`config.mk`:
```
export PLATFORM = sky130hd
export DESIGN_NAME = multdiv_seq_ctrl_flat
export DESIGN_NICKNAME = d
export VERILOG_FILES = /design/src/rtl/multdiv_seq_ctrl_if.sv /design/src/rtl/multdiv_seq_ctrl.sv /design/src/flat_wrapper.sv
export SDC_FILE = /design/constraint.sdc
export NUM_CORES = 1
export LEC_CHECK = 0
export ABC_AREA = 0
export CAP_MARGIN = 20
export CORE_UTILIZATION = 25
export CTS_BUF_LIST = sky130_fd_sc_hd__clkbuf_8
export CTS_CLUSTER_DIAMETER = 120
export DETAILED_ROUTE_END_ITERATION = 10
export SLEW_MARGIN = 20
export SYNTH_ARGS = -nofsm -noshare
export SYNTH_HDL_FRONTEND = slang
export SYNTH_SLANG_ARGS = --single-unit
```
`constraint.sdc`:
```
create_clock -name clk -period 5.68 [get_ports clk]
set_input_delay 1.136 -clock clk [delete_from_list [all_inputs] [get_ports clk]]
set_output_delay 1.136 -clock clk [all_outputs]
set_load 0.01 [all_outputs]
```
`src/rtl/multdiv_seq_ctrl_if.sv`:
```
// Bus between the multiply/divide controller, its requester and the
// downstream 64-bit AQ register stage.
interface multdiv_seq_ctrl_if;
  logic        ctrl_mult;
  logic        ctrl_div;
  logic [31:0] data_a;
  logic [31:0] data_b;
  logic [63:0] aq_q;
  logic [63:0] aq_in;
  logic        aq_we;
  logic        aq_oe;
  logic [31:0] result;
  logic        exception;
  logic        data_ready;
  logic        busy;

  // Requester side plus the AQ register read-back path.
  modport master (
    output ctrl_mult, ctrl_div, data_a, data_b, aq_q,
    input  aq_in, aq_we, aq_oe, result, exception, data_ready, busy
  );

  // Controller side.
  modport slave (
    input  ctrl_mult, ctrl_div, data_a, data_b, aq_q,
    output aq_in, aq_we, aq_oe, result, exception, data_ready, busy
  );
endinterface

```
`src/rtl/multdiv_seq_ctrl.sv`:
```
// Sequential 32-bit signed multiply (radix-2 Booth) / divide (restoring)
// controller. The AQ image lives in the external AQ register; this block
// only computes the next image from the read-back value and drives the
// register's write/output enables.
module multdiv_seq_ctrl (
  input  logic                clk,
  input  logic                reset,
  multdiv_seq_ctrl_if.slave   bus
);

  typedef enum logic [1:0] {S_IDLE, S_LOAD, S_ITER, S_FIN} state_t;

  state_t      r_state;
  state_t      w_next;

  logic [4:0]  r_cnt;
  logic [31:0] r_m;
  logic [31:0] r_qinit;
  logic        r_is_div;
  logic        r_sign_a;
  logic        r_sign_b;
  logic        r_dbz;
  logic        r_qm1;
  logic [31:0] r_result;
  logic        r_exc;
  logic        r_ready;
  logic        r_busy;

  logic        w_start;
  logic        w_b_zero;
  logic [31:0] w_abs_a;
  logic [31:0] w_abs_b;

  logic [31:0] w_a;
  logic [31:0] w_q;
  logic [31:0] w_sum;
  logic [63:0] w_mul_next;
  logic [63:0] w_sh;
  logic [32:0] w_t;
  logic [63:0] w_div_next;

  logic        w_aq_we;
  logic        w_aq_oe;
  logic [63:0] w_aq_in;

  assign w_start  = (r_state == S_IDLE) && (bus.ctrl_mult ^ bus.ctrl_div);
  assign w_b_zero = (bus.data_b == '0);
  assign w_abs_a  = bus.data_a[31] ? (32'd0 - bus.data_a) : bus.data_a;
  assign w_abs_b  = bus.data_b[31] ? (32'd0 - bus.data_b) : bus.data_b;

  assign w_a = bus.aq_q[63:32];
  assign w_q = bus.aq_q[31:0];

  // Booth step: add/subtract M on {Q0,q_m1}, then arithmetic shift of {A,Q}.
  always_comb begin
    w_sum = w_a;
    case ({w_q[0], r_qm1})
      2'b01:   w_sum = w_a + r_m;
      2'b10:   w_sum = w_a - r_m;
      default: w_sum = w_a;
    endcase
    w_mul_next = {w_sum[31], w_sum, w_q[31:1]};
  end

  // A < M <= 2^31 holds before every shift, so the shifted A fits in 32 bits.
  assign w_sh       = {bus.aq_q[62:0], 1'b0};
  assign w_t        = {1'b0, w_sh[63:32]} - {1'b0, r_m};
  assign w_div_next = w_t[32] ? w_sh : {w_t[31:0], w_sh[31:1], 1'b1};

  // State register.
  always_ff @(posedge clk or negedge reset) begin
    if (!reset) r_state <= S_IDLE;
    else        r_state <= w_next;
  end

  // Next-state and AQ register control decode.
  always_comb begin
    w_next  = r_state;
    w_aq_we = 1'b0;
    w_aq_oe = 1'b0;
    w_aq_in = '0;
    case (r_state)
      S_IDLE: begin
        if (w_start) w_next = (bus.ctrl_div && w_b_zero) ? S_FIN : S_LOAD;
      end
      S_LOAD: begin
        w_aq_we = 1'b1;
        w_aq_in = {32'h0, r_qinit};
        w_next  = S_ITER;
      end
      S_ITER: begin
        w_aq_we = 1'b1;
        w_aq_oe = 1'b1;
        w_aq_in = r_is_div ? w_div_next : w_mul_next;
        if (r_cnt == 5'd31) w_next = S_FIN;
      end
      S_FIN: begin
        w_aq_oe = 1'b1;
        w_next  = S_IDLE;
      end
      default: w_next = S_IDLE;
    endcase
  end

  // Operand capture, step counter, Booth history bit and result registers.
  always_ff @(posedge clk or negedge reset) begin
    if (!reset) begin
      r_cnt    <= '0;
      r_m      <= '0;
      r_qinit  <= '0;
      r_is_div <= 1'b0;
      r_sign_a <= 1'b0;
      r_sign_b <= 1'b0;
      r_dbz    <= 1'b0;
      r_qm1    <= 1'b0;
      r_result <= '0;
      r_exc    <= 1'b0;
      r_ready  <= 1'b0;
      r_busy   <= 1'b0;
    end else begin
      r_ready <= 1'b0;
      case (r_state)
        S_IDLE: begin
          if (w_start) begin
            r_is_div <= bus.ctrl_div;
            r_sign_a <= bus.data_a[31];
            r_sign_b <= bus.data_b[31];
            r_m      <= bus.ctrl_div ? w_abs_b : bus.data_a;
            r_qinit  <= bus.ctrl_div ? w_abs_a : bus.data_b;
            r_dbz    <= bus.ctrl_div && w_b_zero;
            r_busy   <= 1'b1;
          end
        end
        S_LOAD: begin
          r_cnt <= '0;
          r_qm1 <= 1'b0;
        end
        S_ITER: begin
          r_cnt <= r_cnt + 5'd1;
          if (!r_is_div) r_qm1 <= w_q[0];
        end
        S_FIN: begin
          if (r_dbz) begin
            r_result <= '0;
            r_exc    <= 1'b1;
          end else if (r_is_div) begin
            r_result <= (r_sign_a ^ r_sign_b) ? (32'd0 - w_q) : w_q;
            r_exc    <= 1'b0;
          end else begin
            r_result <= w_q;
            r_exc    <= (w_a != {32{w_q[31]}});
          end
          r_ready <= 1'b1;
          r_busy  <= 1'b0;
        end
        default: ;
      endcase
    end
  end

  assign bus.aq_we      = w_aq_we;
  assign bus.aq_oe      = w_aq_oe;
  assign bus.aq_in      = w_aq_in;
  assign bus.result     = r_result;
  assign bus.exception  = r_exc;
  assign bus.data_ready = r_ready;
  assign bus.busy       = r_busy;

endmodule

```
`src/flat_wrapper.sv`:
```
// flat-port wrapper written by rule: the top's interface ports become plain ports
module multdiv_seq_ctrl_flat 
  (clk, reset, bus_ctrl_mult, bus_ctrl_div, bus_data_a, bus_data_b, bus_aq_q, bus_aq_in, bus_aq_we, bus_aq_oe, bus_result, bus_exception, bus_data_ready, bus_busy);
  multdiv_seq_ctrl_if bus_i ();
  input  logic clk;
  input  logic reset;
  input wire logic [$bits(bus_i.ctrl_mult)-1:0] bus_ctrl_mult;
  input wire logic [$bits(bus_i.ctrl_div)-1:0] bus_ctrl_div;
  input wire logic [$bits(bus_i.data_a)-1:0] bus_data_a;
  input wire logic [$bits(bus_i.data_b)-1:0] bus_data_b;
  input wire logic [$bits(bus_i.aq_q)-1:0] bus_aq_q;
  output wire logic [$bits(bus_i.aq_in)-1:0] bus_aq_in;
  output wire logic [$bits(bus_i.aq_we)-1:0] bus_aq_we;
  output wire logic [$bits(bus_i.aq_oe)-1:0] bus_aq_oe;
  output wire logic [$bits(bus_i.result)-1:0] bus_result;
  output wire logic [$bits(bus_i.exception)-1:0] bus_exception;
  output wire logic [$bits(bus_i.data_ready)-1:0] bus_data_ready;
  output wire logic [$bits(bus_i.busy)-1:0] bus_busy;
  assign bus_i.ctrl_mult = bus_ctrl_mult;
  assign bus_i.ctrl_div = bus_ctrl_div;
  assign bus_i.data_a = bus_data_a;
  assign bus_i.data_b = bus_data_b;
  assign bus_i.aq_q = bus_aq_q;
  assign bus_aq_in = bus_i.aq_in;
  assign bus_aq_we = bus_i.aq_we;
  assign bus_aq_oe = bus_i.aq_oe;
  assign bus_result = bus_i.result;
  assign bus_exception = bus_i.exception;
  assign bus_data_ready = bus_i.data_ready;
  assign bus_busy = bus_i.busy;
  multdiv_seq_ctrl u_core (.clk(clk), .reset(reset), .bus(bus_i));
endmodule
```
Yosys cells after proc, flatten, opt, wreduce, memory -nomap -nowiden. Cells that the tools add are included.

Bitwise operators: 2. Multiplexer cells: 25. Add/subtract/negate cells: 7. Reduce and logical (&&, ||, !) cells: 12. Eq/ne operators: 10.

Operator list (number): two-way mux 32 bit (7); two-way mux 64 bit (2); one-hot mux 64 bit (2 select lines) (1); subtractor 1 x 32 -> 32 bit (first input constant) (3); one-hot mux 32 bit (2 select lines) (1); subtractor 32 x 32 -> 33 bit (1); adder 32 bit (1); zero test 32 bit (1); != test 32 bit (1); subtractor 32 bit (1); one-hot mux 5 bit (2 select lines) (1); one-hot mux 2 bit (4 select lines) (1); AND reduction 2 bit (4); two-way mux 1 bit (7); equality test 2 bit (second input constant) (3); two-way mux 2 bit (3); adder 5 x 1 -> 5 bit (second input constant) (1); equality test 5 bit (second input constant) (1); equality test 2 x 1 -> 1 bit (second input constant) (2); != test 2 x 1 -> 1 bit (second input constant) (2); one-hot mux 1 bit (2 select lines) (2); nonzero test 2 bit (2); OR reduction 2 bit (2); logical AND 1 bit (2); 3 further kinds (4).

Logic and storage cells: 69. Output and inout bits: 101. Register bits after elaboration: 111.

Logic depth before layout (Yosys ltp). Gate-level depths: netlist of run 1.

Depth in word-level cells: 5. Depth in mapped cells: 18. Gate-level depth less buffers: 18.

Worst setup path before layout of run 1. Ideal clock, no wire load.

Path type: input -> output. From: input bus_aq_q[31]. To: output bus_aq_in[47]. Setup slack: 0.067 ns. Arrival time: 4.477 ns. Stages: 15. Cell sequence: clkbuf_1 > inv_1 > ha_1 > inv_1 > fa_1 > a211o_1 > o211ai_1 > a21oi_1 > a41oi_1 > o31a_1 > o31ai_1 > buf_2 > buf_1 > nand2_1 > a221oi_1.

Cells in the longest elaborated chain, start to end: 4.

RTL lines: from (decl) (RTL line flat_wrapper.sv:11) `input wire logic [$bits(bus_i.aq_q)-1:0] bus_aq_q;`; subtractor 32 x 32 -> 33 bit (RTL line multdiv_seq_ctrl.sv:67) `assign w_t = {1'b0, w_sh[63:32]} - {1'b0, r_m};`; two-way mux 64 bit (RTL line multdiv_seq_ctrl.sv:68) `assign w_div_next = w_t[32] ? w_sh : {w_t[31:0], w_sh[31:1], 1'b1};`; two-way mux 64 bit (RTL line multdiv_seq_ctrl.sv:94) `w_aq_in = r_is_div ? w_div_next : w_mul_next;`; one-hot mux 64 bit (2 select lines) (RTL line multdiv_seq_ctrl.sv:82) `case (r_state)`; to (decl) (RTL line flat_wrapper.sv:12) `output wire logic [$bits(bus_i.aq_in)-1:0] bus_aq_in;`.

Every way passes these cells.

Final worst setup path of run 1.
From: input bus_aq_q[40]. To: output bus_aq_in[53].

Cells in the longest elaborated chain, start to end: 4. Elaborated cells between the ends (all ways): 7. Those cells by class: add/sub: 3; mux: 4.

RTL lines: subtractor 32 bit (tied with other cells) (RTL line multdiv_seq_ctrl.sv:59) `2'b10: w_sum = w_a - r_m;`; one-hot mux 32 bit (2 select lines) or two-way mux 64 bit (tied branches) (RTL line multdiv_seq_ctrl.sv:57, multdiv_seq_ctrl.sv:68); two-way mux 64 bit * (RTL line multdiv_seq_ctrl.sv:94); one-hot mux 64 bit (2 select lines) * (RTL line multdiv_seq_ctrl.sv:82).

Every way passes the cells marked *; elsewhere a longest branch is shown, timed or not.

==> impl_summary.log, run 1 <==
[metrics] run status: finished clean
[metrics] arrival time of the worst setup path: 4.39 ns
[metrics] core utilization of the finished layout: 36.7%
[metrics] CP Launch Type: primary input
[metrics] DRC violation count after routing: 0
[metrics] total non-filler cell area in the finished layout: 18400 µm²
[metrics] Port Buf Inserts: 232
[metrics] flop2flop setup slack: 3.00 ns
[metrics] H-Tree Depth: 3
[metrics] number of different library cells in the post-synthesis netlist: 70
[metrics] min Tclk post-route: 5.53 ns
[metrics] area growth from synthesis to final layout: 44.7%
[metrics] clock slew at reported path FFs: 0.11 ns
[metrics] CTS root buffer: clkbuf_8
[metrics] Cell Rows: 82
[metrics] net switching power: 0.00495 W
[metrics] via count of the routed design: 14700
[metrics] part of the power in the clock network: 5.0%
[metrics] count of buffering cells on the critical path with inverters included: 6
[metrics] overall routed net length: 53700 µm
[metrics] Die Area: 51700 µm²
[metrics] Crit path top cell by count: buf_4
[metrics] post-synthesis sequential area ratio: 21.9%
[metrics] cell internal power dissipation: 0.00538 W
[metrics] clock tree from TritonCTS: yes
[metrics] headroom to the max-slew limit: 28.7%
[metrics] Worst Hold Endpoint: u_core.bus.result[0]
[metrics] startpoint of the lowest-slack register-to-register path: u_core.r_is_div
[metrics] max-slew violation count: 0
[metrics] maximum fanout count along the critical path: 9
[metrics] vias in the first global route: 14400
[metrics] Final Cycle Share: 97.3%
[metrics] YS warnings: 0
[metrics] first-pass GRT wire length: 81700 µm
[metrics] HPWL after detailed placement: 43500 µm
[metrics] DR WL/cell: 18.7 µm
[metrics] Max Freq: 0.181 GHz
[metrics] overall die width: 227 µm
[metrics] all-layer global routing usage: 20.3%
[metrics] global-route congestion overflow total: 0
[metrics] RR Endpoint: u_core.bus.result[8]
[metrics] Gate power share: 80.6%
[metrics] Final Instance Count excl. Fillers: 2866
[metrics] Layout fillers: 5230
[metrics] FFs w/ async S/R, synth: 100%
[metrics] number of nets produced by synthesis: 1961
[metrics] Netlist Area Pre-Place: 12700 µm²
[metrics] layout net count: 2397
[metrics] RD Place Congestion: 0.967
[metrics] number of flops mapped to enable cells by yosys: 0
[metrics] core region area: 50200 µm²
[metrics] critical-path cell with the highest stage delay: clkdlybuf4s50_1
[metrics] kind of critical path: primary input to output port
[metrics] pin count of the biggest net entering global routing: 111
[metrics] first drt pass iteration count: 5
[metrics] endpoints failing setup: 0
[metrics] average vias per placed instance: 5.14
[metrics] leading register cell type out of synthesis: dfrtp_1
[metrics] net switching fraction of the power: 47.9%
[metrics] average footprint of a synthesized cell: 7.25 µm²
[metrics] starting density of the core: 25.3%
[metrics] share of layout cells above drive strength 1: 19.6%
[metrics] pwr/cell area: 562 nW/µm²
[metrics] Sinks on Clock Net: 111
[metrics] type of destination of the critical path: output port
[metrics] data required time at the worst endpoint: 4.54 ns
[metrics] family of cells with the greatest summed delay on the critical path: buffers and inverters
[metrics] Max Root-Sink Buffers: 2
[metrics] number of instances in the synthesized netlist: 1752
[metrics] number of design-rule violations left by the first detailed-router iteration: 1069
[metrics] antenna violations before repair: 3
[metrics] TritonCTS buffer count: 9
[metrics] number of cells on the worst reg-to-reg path: 5
[metrics] final hold violation count: 0
[metrics] type of the tightest min-delay check: flop to flop
[metrics] static leakage: 7.99 nW
[metrics] number of top-level pins: 233
[metrics] maxcap violations: 0
[metrics] maximum ir drop on the vdd rail: 0.200 mV
[metrics] max incr delay on CP: 0.46 ns
[metrics] Tot Pwr: 0.0103 W
[metrics] Post-Place Cells: 2820
[metrics] Yosys reg bits: 111
[metrics] source of the worst hold timing path: u_core.r_dbz
[metrics] source of the critical timing path: bus_aq_q[40]
[metrics] source-to-sink clock delay at the later pin of the worst-skew pair: 0.39 ns
[metrics] worst hold path cell count: 1
[metrics] standard cell area after detailed placement: 17600 µm²
[metrics] worst clock skew: 0.0198 ns
[metrics] post-detailed-route count of antenna-violating nets: 0
[metrics] portion of total power attributed to sequential cells: 14.4%
[metrics] Worst Tran Pin Value: 1.07 ns
[metrics] Die H: 227 µm
[metrics] crit-path cells: clkdlybuf4s50_1, ha_1, buf_4, and3_1, a41oi_2, o31a_1, o31a_1, buf_4, bufbuf_16, nor2_1, a21oi_1, a221oi_1, buf_4, dlygate4sd2_1
what timing repair did:
| item | 4_1_cts | 5_1_grt |
|---|---|---|
| cloned | 2 | 0 |
| hold buffers | 0 | 0 |
| pin swaps | 28 | 42 |
| buffers inserted | 20 | 9 |
| resized for setup | 119 | 50 |
| setup endpoints to repair | 33 | 32 |
cell usage in the layout, fill, tap and decap left out, drive strengths merged, types with 26 or more instances in the layout:
| cell | n |
|---|---|
| dlygate4sd2 | 27 |
| mux2i | 49 |
| o22ai | 37 |
| xor2 | 78 |
| o21ai | 230 |
| clkdlybuf4s50 | 187 |
| buf | 309 |
| nand2 | 262 |
| ha | 75 |
| dfrtp | 111 |
| inv | 106 |
| o31ai | 26 |
| a21oi | 117 |
| a21o | 31 |
| nand3 | 34 |
| nor2 | 93 |
| xnor2 | 89 |
layout make-up:
cell class                 count  area [µm²]  share of cell area, %
sequential                   111        2780                   15.1
inverter                     103         387                   2.10
timing repair buffer         532        4600                   25.0
tap                          672         841                   4.57
clock inverter                 6        71.3                  0.388
multi-input combinational   1431        9570                   52.0
antenna                        1        2.50                 0.0136
clock buffer                  10         138                  0.748
Yosys cell counts, types with 10 or more instances:
master / n / area share, %
o41ai_1: 11 / 0.76
mux2i_1: 49 / 3.9
o31ai_1: 25 / 1.5
o21ai_0: 227 / 8.9
xnor2_1: 89 / 6.1
or3_1: 19 / 0.94
nand4_1: 13 / 0.64
xor2_1: 78 / 5.4
nand3_1: 34 / 1.3
nor3_1: 24 / 0.95
a21o_1: 31 / 1.8
o22ai_1: 37 / 1.8
nor4_1: 16 / 0.79
clkbuf_1: 96 / 2.8
and3_1: 16 / 0.79
nand2_1: 262 / 7.7
a21oi_1: 117 / 4.6
inv_1: 103 / 3.0
nor2b_1: 12 / 0.59
o21a_1: 14 / 0.83
a211oi_1: 19 / 1.1
dfrtp_1: 111 / 22
ha_1: 75 / 7.4
nor2_1: 93 / 2.7
nand2b_1: 10 / 0.49
o211ai_1: 12 / 0.71
a31oi_1: 21 / 1.0
stage by stage:
step / hold slack [ns] / setup TNS, ns / setup slack [ns]
3_5_place_dp: 0.452 / -19.57 / -0.852
6_report: 0.484 / 0 / 0.154
5_1_grt: 0.500 / -0.0351 / -0.0266
2_1_floorplan: 0.430 / 0 / 0.0669
3_3_place_gp: 0.452 / -18.84 / -0.818
4_1_cts: 0.468 / -0.0286 / -0.0286
power by group through the flow:
stage | Clock (W) | Combinational (W) | Sequential [W]
floorplan | 0 | 0.00422 | 0.00144
global placement | 0 | 0.00765 | 0.00148
detailed placement | 0 | 0.00772 | 0.00150
CTS | 0.000536 | 0.00810 | 0.00149
global route | 0.000560 | 0.00907 | 0.00154
finish | 0.000516 | 0.00832 | 0.00149
worst max-delay path by stage:
stage	end	cells after the start
after floorplan	bus_aq_in[47]	15
after global placement	bus_aq_in[63]	17
after detailed placement	bus_aq_in[61]	16
after CTS	bus_aq_in[61]	18
after global routing	bus_aq_in[63]	17
final	bus_aq_in[53]	14
cell families (layout without fill, tap and decap cells):
| kind of cell | after synthesis | in the layout | synth area share [%] |
|---|---|---|---|
| multiplexers | 56 | 56 | 4.48 |
| XOR/XNOR | 167 | 167 | 11.5 |
| AO/OA/AOI/OAI | 594 | 594 | 28.7 |
| AND/OR/NAND/NOR | 537 | 537 | 19.5 |
| adder cells (fa/ha/maj) | 77 | 77 | 7.70 |
| other | 0 | 1 | 0 |
| flip-flops | 111 | 111 | 21.9 |
| buffers and inverters | 210 | 651 | 6.24 |
registers in the layout, summed over array words and instances (netlist names), 2 cells and up:
signal and cells:
u_core.r_cnt 5, u_core.r_m 32, u_core.r_state 2, u_core.bus.result 32, u_core.r_qinit 32
layer usage:
layer / track usage [%] / vias up / wire length [µm]
met4: 3.88 / 6 / 694
met2: 32.6 / 489 / 24100
met3: 2.92 / 45 / 3370
met5: 0 / - / 45
met1: 28.8 / 7023 / 25500
li1: - / 7156 / -
Note: power is estimated with default switching activity, not from simulation.
==> inputs of run 2 (changes only) <==
CORE_MARGIN = 4   (was not set)
==> run 2 against run 1 <==
Clock skew is 0.0016 ns higher; combinational power decreased by 0.5%; first-iteration DRC count fell by 7.1%; final area grew 0.12%; utilization is essentially flat; highest routed layer unchanged; global-route usage down 0.98 points; wire length up 1.7%; critical path depth rose by 4; non-clock buffer count rose by 5; hold slack lost 0.013 ns; critical path type unchanged; count of clock-buffer cells in the layout stayed put.
==> impl_summary.log, run 2 (synthesized netlist as in run 1, its figures left out) <==
[metrics] run status: finished clean
[metrics] Max Freq: 0.179 GHz
[metrics] CTS root buffer: clkbuf_8
[metrics] RSZ-0062 raised after global routing: true
[metrics] type of the tightest min-delay check: flop to flop
[metrics] startpoint of the lowest-slack register-to-register path: u_core.r_is_div
[metrics] number of top-level pins: 233
[metrics] commonest cells after routing, fill and taps aside: 296 x buf_4, 262 x nand2_1, 218 x o21ai_0
[metrics] min Tclk post-route: 5.58 ns
[metrics] pwr/cell area: 560 nW/µm²
[metrics] Post-CTS Hold Buffers: 0
[metrics] DR WL/cell: 19.0 µm
[metrics] starting density of the core: 25.3%
[metrics] Port Buf Inserts: 232
[metrics] Worst Hold Endpoint: u_core.bus.result[0]
[metrics] critical-path cell with the highest stage delay: fa_1
[metrics] layout net count: 2402
[metrics] antenna violations before repair: 3
[metrics] Sinks on Clock Net: 111
[metrics] Worst Hold Slack: 0.471 ns
[metrics] crit-path cells: buf_2, ha_4, buf_12, mux2_2, fa_1, nor2b_2, o31ai_2, a21oi_2, buf_4, o41ai_4, buf_4, o211ai_1, a31oi_1, xor2_1, a211o_1, o41ai_1, buf_4, buf_2
[metrics] Post-Place Cells: 2835
[metrics] source-to-sink clock delay at the later pin of the worst-skew pair: 0.39 ns
[metrics] Worst Tran Pin Value: 0.915 ns
[metrics] first-pass GRT wire length: 83100 µm
[metrics] RR Endpoint: u_core.bus.result[9]
[metrics] headroom to the max-slew limit: 39.0%
[metrics] maxcap violations: 0
[metrics] share of layout cells above drive strength 1: 19.5%
[metrics] Layout fillers: 5233
[metrics] data required time at the worst endpoint: 4.54 ns
[metrics] source of the worst hold timing path: u_core.r_dbz
[metrics] endpoints failing setup: 0
[metrics] CP Launch Type: primary input
[metrics] worst clock skew: 0.0214 ns
[metrics] TritonCTS buffer count: 9
[metrics] maximum fanout count along the critical path: 7
[metrics] count of buffering cells on the critical path with inverters included: 6
[metrics] standard cell area after detailed placement: 17700 µm²
[metrics] family of cells with the greatest summed delay on the critical path: compound AO/OA/AOI/OAI gates
[metrics] RD Place Congestion: 0.930
[metrics] max-slew violation count: 0
[metrics] first drt pass iteration count: 5
[metrics] max incr delay on CP: 0.43 ns
[metrics] setup slack of the critical path after layout: 0.105 ns
[metrics] static leakage: 7.99 nW
[metrics] Max Root-Sink Buffers: 2
[metrics] all-layer global routing usage: 19.3%
[metrics] number of cells on the worst reg-to-reg path: 5
[metrics] average vias per placed instance: 5.09
[metrics] minimum setup slack after placement: -0.994 ns
[metrics] H-Tree Depth: 3
[metrics] area growth from synthesis to final layout: 44.9%
[metrics] combined area of the multi-input logic cells: 9520 µm²
[metrics] Die H: 233 µm
[metrics] post-detailed-route count of antenna-violating nets: 0
[metrics] pin count of the biggest net entering global routing: 116
[metrics] overall routed net length: 54600 µm
[metrics] Die Area: 54500 µm²
[metrics] worst hold path cell count: 1
[metrics] core region area: 50200 µm²
[metrics] clock tree from TritonCTS: yes
[metrics] HPWL after detailed placement: 44200 µm
[metrics] kind of critical path: primary input to output port
[metrics] DRC violation count after routing: 0
[metrics] Register Area: 2780 µm²
[metrics] Final Cycle Share: 98.2%
[metrics] Cell Rows: 82
[metrics] via count of the routed design: 14600
[metrics] total non-filler cell area in the finished layout: 18400 µm²
[metrics] maximum ir drop on the vdd rail: 0.200 mV
[metrics] Crit path top cell by count: buf_4
[metrics] most common cell after layout, fill and taps aside: buf_4
[metrics] type of destination of the critical path: output port
[metrics] final hold violation count: 0
[metrics] vias in the first global route: 14200
[metrics] clock slew at reported path FFs: 0.11 ns
[metrics] global-route congestion overflow total: 0
[metrics] Final Instance Count excl. Fillers: 2871
[metrics] overall die width: 233 µm
[metrics] flop2flop setup slack: 3.01 ns
[metrics] number of design-rule violations left by the first detailed-router iteration: 993
[metrics] arrival time of the worst setup path: 4.44 ns
-- run 2: cell count changes in the layout (fill, tap and decap cells not counted), sizes merged --
cell | previous run | this run
buf | 309 | 313
bufbuf | 1 | 0
clkbuf | 13 | 18
clkdlybuf4s15 | 2 | 3
clkinv | 2 | 3
clkinvlp | 0 | 1
dlygate4sd2 | 27 | 20
dlymetal6s2s | 3 | 6
inv | 106 | 104
-- run 2: final cells by class --
cell class	instances	share of cell area (%)
well taps	672	4.57
clock buffers	10	0.747
flip-flops and latches	111	15.1
clock inverters	6	0.414
inverters	103	2.10
repair buffers	537	25.4
diodes	1	0.0136
multi-input cells	1431	51.7
-- run 2: how the worst max path moves through the flow --
stage	cells past startpoint	startpoint	endpoint	slack, ns
after floorplan	15	bus_aq_q[31]	bus_aq_in[47]	0.07
after global placement	17	bus_aq_q[0]	bus_aq_in[63]	-0.84
final	18	bus_aq_q[0]	bus_aq_in[59]	0.10
after CTS	20	bus_aq_q[31]	bus_aq_in[36]	0.0008
after detailed placement	17	bus_aq_q[0]	bus_aq_in[63]	-0.99
after global routing	20	bus_aq_q[0]	bus_aq_in[59]	-0.005
-- run 2: repair_timing --
| item | in CTS | in global routing |
|---|---|---|
| hold endpoints to repair | 0 | 0 |
| setup endpoints to repair | 33 | 32 |
| pin swaps | 20 | 16 |
| cloned | 2 | 0 |
| buffers inserted | 14 | 1 |
| resized for setup | 97 | 63 |
-- run 2: per-layer routing --
layer / GRT usage (%) / share of wire [%]
met3: 2.94 / 5.9
met4: 3.29 / 1.4
met2: 30.8 / 45
met5: 0 / 0.060
met1: 28.0 / 48
-- run 2: report_power, final --
group	leakage (nW)	switching, W	internal, W
Clock	0.106	0.000316	0.000222
Sequential	1.38	0.000334	0.00116
Combinational	6.50	0.00430	0.00398
Total	7.99	0.00495	0.00537
-- run 2: through the flow --
step	power (W)	util (%)	setup TNS, ns
after global routing	0.0112	36.7	-0.00495
after CTS	0.0102	36.3	0
final	0.0103	36.7	0
after floorplan	0.00566	-	0
after global placement	0.00923	35.2	-18.88
after detailed placement	0.00930	35.2	-19.99
==> inputs of run 3 (changes only) <==
clock period = 6.2 ns   (was 5.68 ns; I/O delays follow)
==> run 3 against run 2 <==
Global-route usage down 0.48 points; hold slack improved by 0.011 ns; cell count shrank 2.6%; largest power group unchanged; non-clock buffer count fell by 75; setup slack better by 0.11 ns.
==> impl_summary.log, run 3 (synthesized netlist as in run 1, its figures left out) <==
[metrics] type of the tightest min-delay check: flop to flop
[metrics] Final Cycle Share: 96.6%
[metrics] Worst Tran Pin Value: 1.09 ns
[metrics] source-to-sink clock delay at the later pin of the worst-skew pair: 0.40 ns
[metrics] maximum fanout count along the critical path: 10
[metrics] global-route congestion overflow total: 0
[metrics] static leakage: 7.61 nW
[metrics] endpoints failing setup: 0
[metrics] type of destination of the critical path: output port
[metrics] vias in the first global route: 14100
[metrics] clock tree from TritonCTS: yes
[metrics] antenna violations before repair: 2
[metrics] Tot Pwr: 0.00890 W
[metrics] HPWL after detailed placement: 43700 µm
[metrics] core region area: 50200 µm²
[metrics] average vias per placed instance: 5.19
[metrics] number of top-level pins: 233
[metrics] area growth from synthesis to final layout: 38.5%
[metrics] RSZ-0062 raised after global routing: false
[metrics] number of design-rule violations left by the first detailed-router iteration: 997
[metrics] Register Area: 2780 µm²
[metrics] via count of the routed design: 14500
[metrics] headroom to the max-slew limit: 27.0%
[metrics] TritonCTS buffer count: 9
[metrics] overall routed net length: 53400 µm
[metrics] maxcap violations: 0
[metrics] max-slew violation count: 0
[metrics] first drt pass iteration count: 5
[metrics] Die Area: 54500 µm²
[metrics] Sinks on Clock Net: 111
[metrics] CTS root buffer: clkbuf_8
[metrics] final hold violation count: 0
[metrics] Max Root-Sink Buffers: 2
[metrics] starting density of the core: 25.3%
[metrics] max incr delay on CP: 0.58 ns
[metrics] layout net count: 2327
[metrics] run status: finished clean
[metrics] min Tclk post-route: 5.99 ns
[metrics] Cell Rows: 82
[metrics] clock slew at reported path FFs: 0.11 ns
[metrics] CP Launch Type: primary input
[metrics] pwr/cell area: 506 nW/µm²
[metrics] pin count of the biggest net entering global routing: 111
[metrics] Post-Place Cells: 2772
[metrics] crit-path cells: dlygate4sd2_1, ha_2, buf_12, buf_4, a31oi_1, xnor2_1, ha_1, a21o_1, o21bai_2, nor3_1, o21ai_1, a21o_1, xnor2_1, o21ai_0, nand2_1, a21oi_1, clkdlybuf4s50_1
[metrics] Post-CTS Hold Buffers: 0
[metrics] DRC violation count after routing: 0
[metrics] Die H: 233 µm
[metrics] H-Tree Depth: 3
[metrics] commonest cells after routing, fill and taps aside: 262 x nand2_1, 228 x buf_4, 220 x o21ai_0
[metrics] Port Buf Inserts: 232
[metrics] critical-path cell with the highest stage delay: clkdlybuf4s50_1
[metrics] RD Place Congestion: 0.932
[metrics] arrival time of the worst setup path: 4.75 ns
[metrics] DR WL/cell: 19.1 µm
[metrics] Layout fillers: 5367
[metrics] Final Instance Count excl. Fillers: 2797
[metrics] kind of critical path: primary input to output port
[metrics] family of cells with the greatest summed delay on the critical path: compound AO/OA/AOI/OAI gates
[metrics] first-pass GRT wire length: 81300 µm
[metrics] maximum ir drop on the vdd rail: 0.204 mV
[metrics] post-detailed-route count of antenna-violating nets: 0
[metrics] data required time at the worst endpoint: 4.96 ns
[metrics] core utilization of the finished layout: 35.1%
[metrics] share of layout cells above drive strength 1: 14.9%
[metrics] all-layer global routing usage: 18.8%
[metrics] overall die width: 233 µm
[metrics] combined area of the multi-input logic cells: 9310 µm²
[metrics] most common cell after layout, fill and taps aside: nand2_1
[metrics] count of buffering cells on the critical path with inverters included: 4
[metrics] Worst Hold Slack: 0.482 ns
[metrics] Max Freq: 0.167 GHz
[metrics] worst clock skew: 0.0146 ns
[metrics] Setup TNS Final: 0 ns
-- run 3: final cells by class --
| type | instances | share of cell area, % |
|---|---|---|
| Tap cell | 672 | 4.78 |
| Clock inverter | 7 | 0.320 |
| Multi-Input combinational cell | 1431 | 52.9 |
| Clock buffer | 9 | 0.704 |
| Inverter | 103 | 2.20 |
| Antenna cell | 2 | 0.0284 |
| Timing Repair Buffer | 462 | 23.2 |
| Sequential cell | 111 | 15.8 |
-- run 3: what timing repair did --
action	in CTS	in global routing
pin swaps	15	10
endpoints found under the setup margin	33	20
resized for setup	50	32
gates cloned	0	0
buffers inserted	4	2
-- run 3: per-stage QoR --
step                      area (µm²)  worst slack (ns)
after detailed placement       17200            -0.558
after floorplan                12700             0.379
after global placement         17200            -0.534
final                          17600             0.213
after CTS                      17500          0.000941
after global routing           17600          0.000163
-- run 3: final timing paths --
check	startpoint	to	slack [ns]	cells past startpoint
min in group asynchronous	reset	u_core.bus.result[11]	0.79	1
setup / recovery	bus_aq_q[0]	bus_aq_in[50]	0.21	17
hold reg to reg	u_core.r_dbz	u_core.bus.result[0]	0.48	1
setup reg to reg	u_core.r_state[0]	u_core.r_cnt[4]	3.94	5
max in group asynchronous	reset	u_core.r_m[9]	4.33	3
hold / removal	u_core.r_dbz	u_core.bus.result[0]	0.48	1
-- run 3: power breakdown --
| group | switching [W] | total (W) | internal (W) |
|---|---|---|---|
| clock | 0.000293 | 0.000444 | 0.000151 |
| sequential | 0.000331 | 0.00139 | 0.00106 |
| combinational | 0.00375 | 0.00707 | 0.00332 |
| total | 0.00437 | 0.00890 | 0.00453 |
-- run 3: per-layer routing --
metal / GRT usage [%] / wire, µm / vias up
li1: - / - / 7004
met1: 27.6 / 25200 / 6974
met2: 29.0 / 23600 / 491
met3: 3.07 / 3660 / 54
met4: 4.07 / 925 / 2
met5: 0 / 13 / -
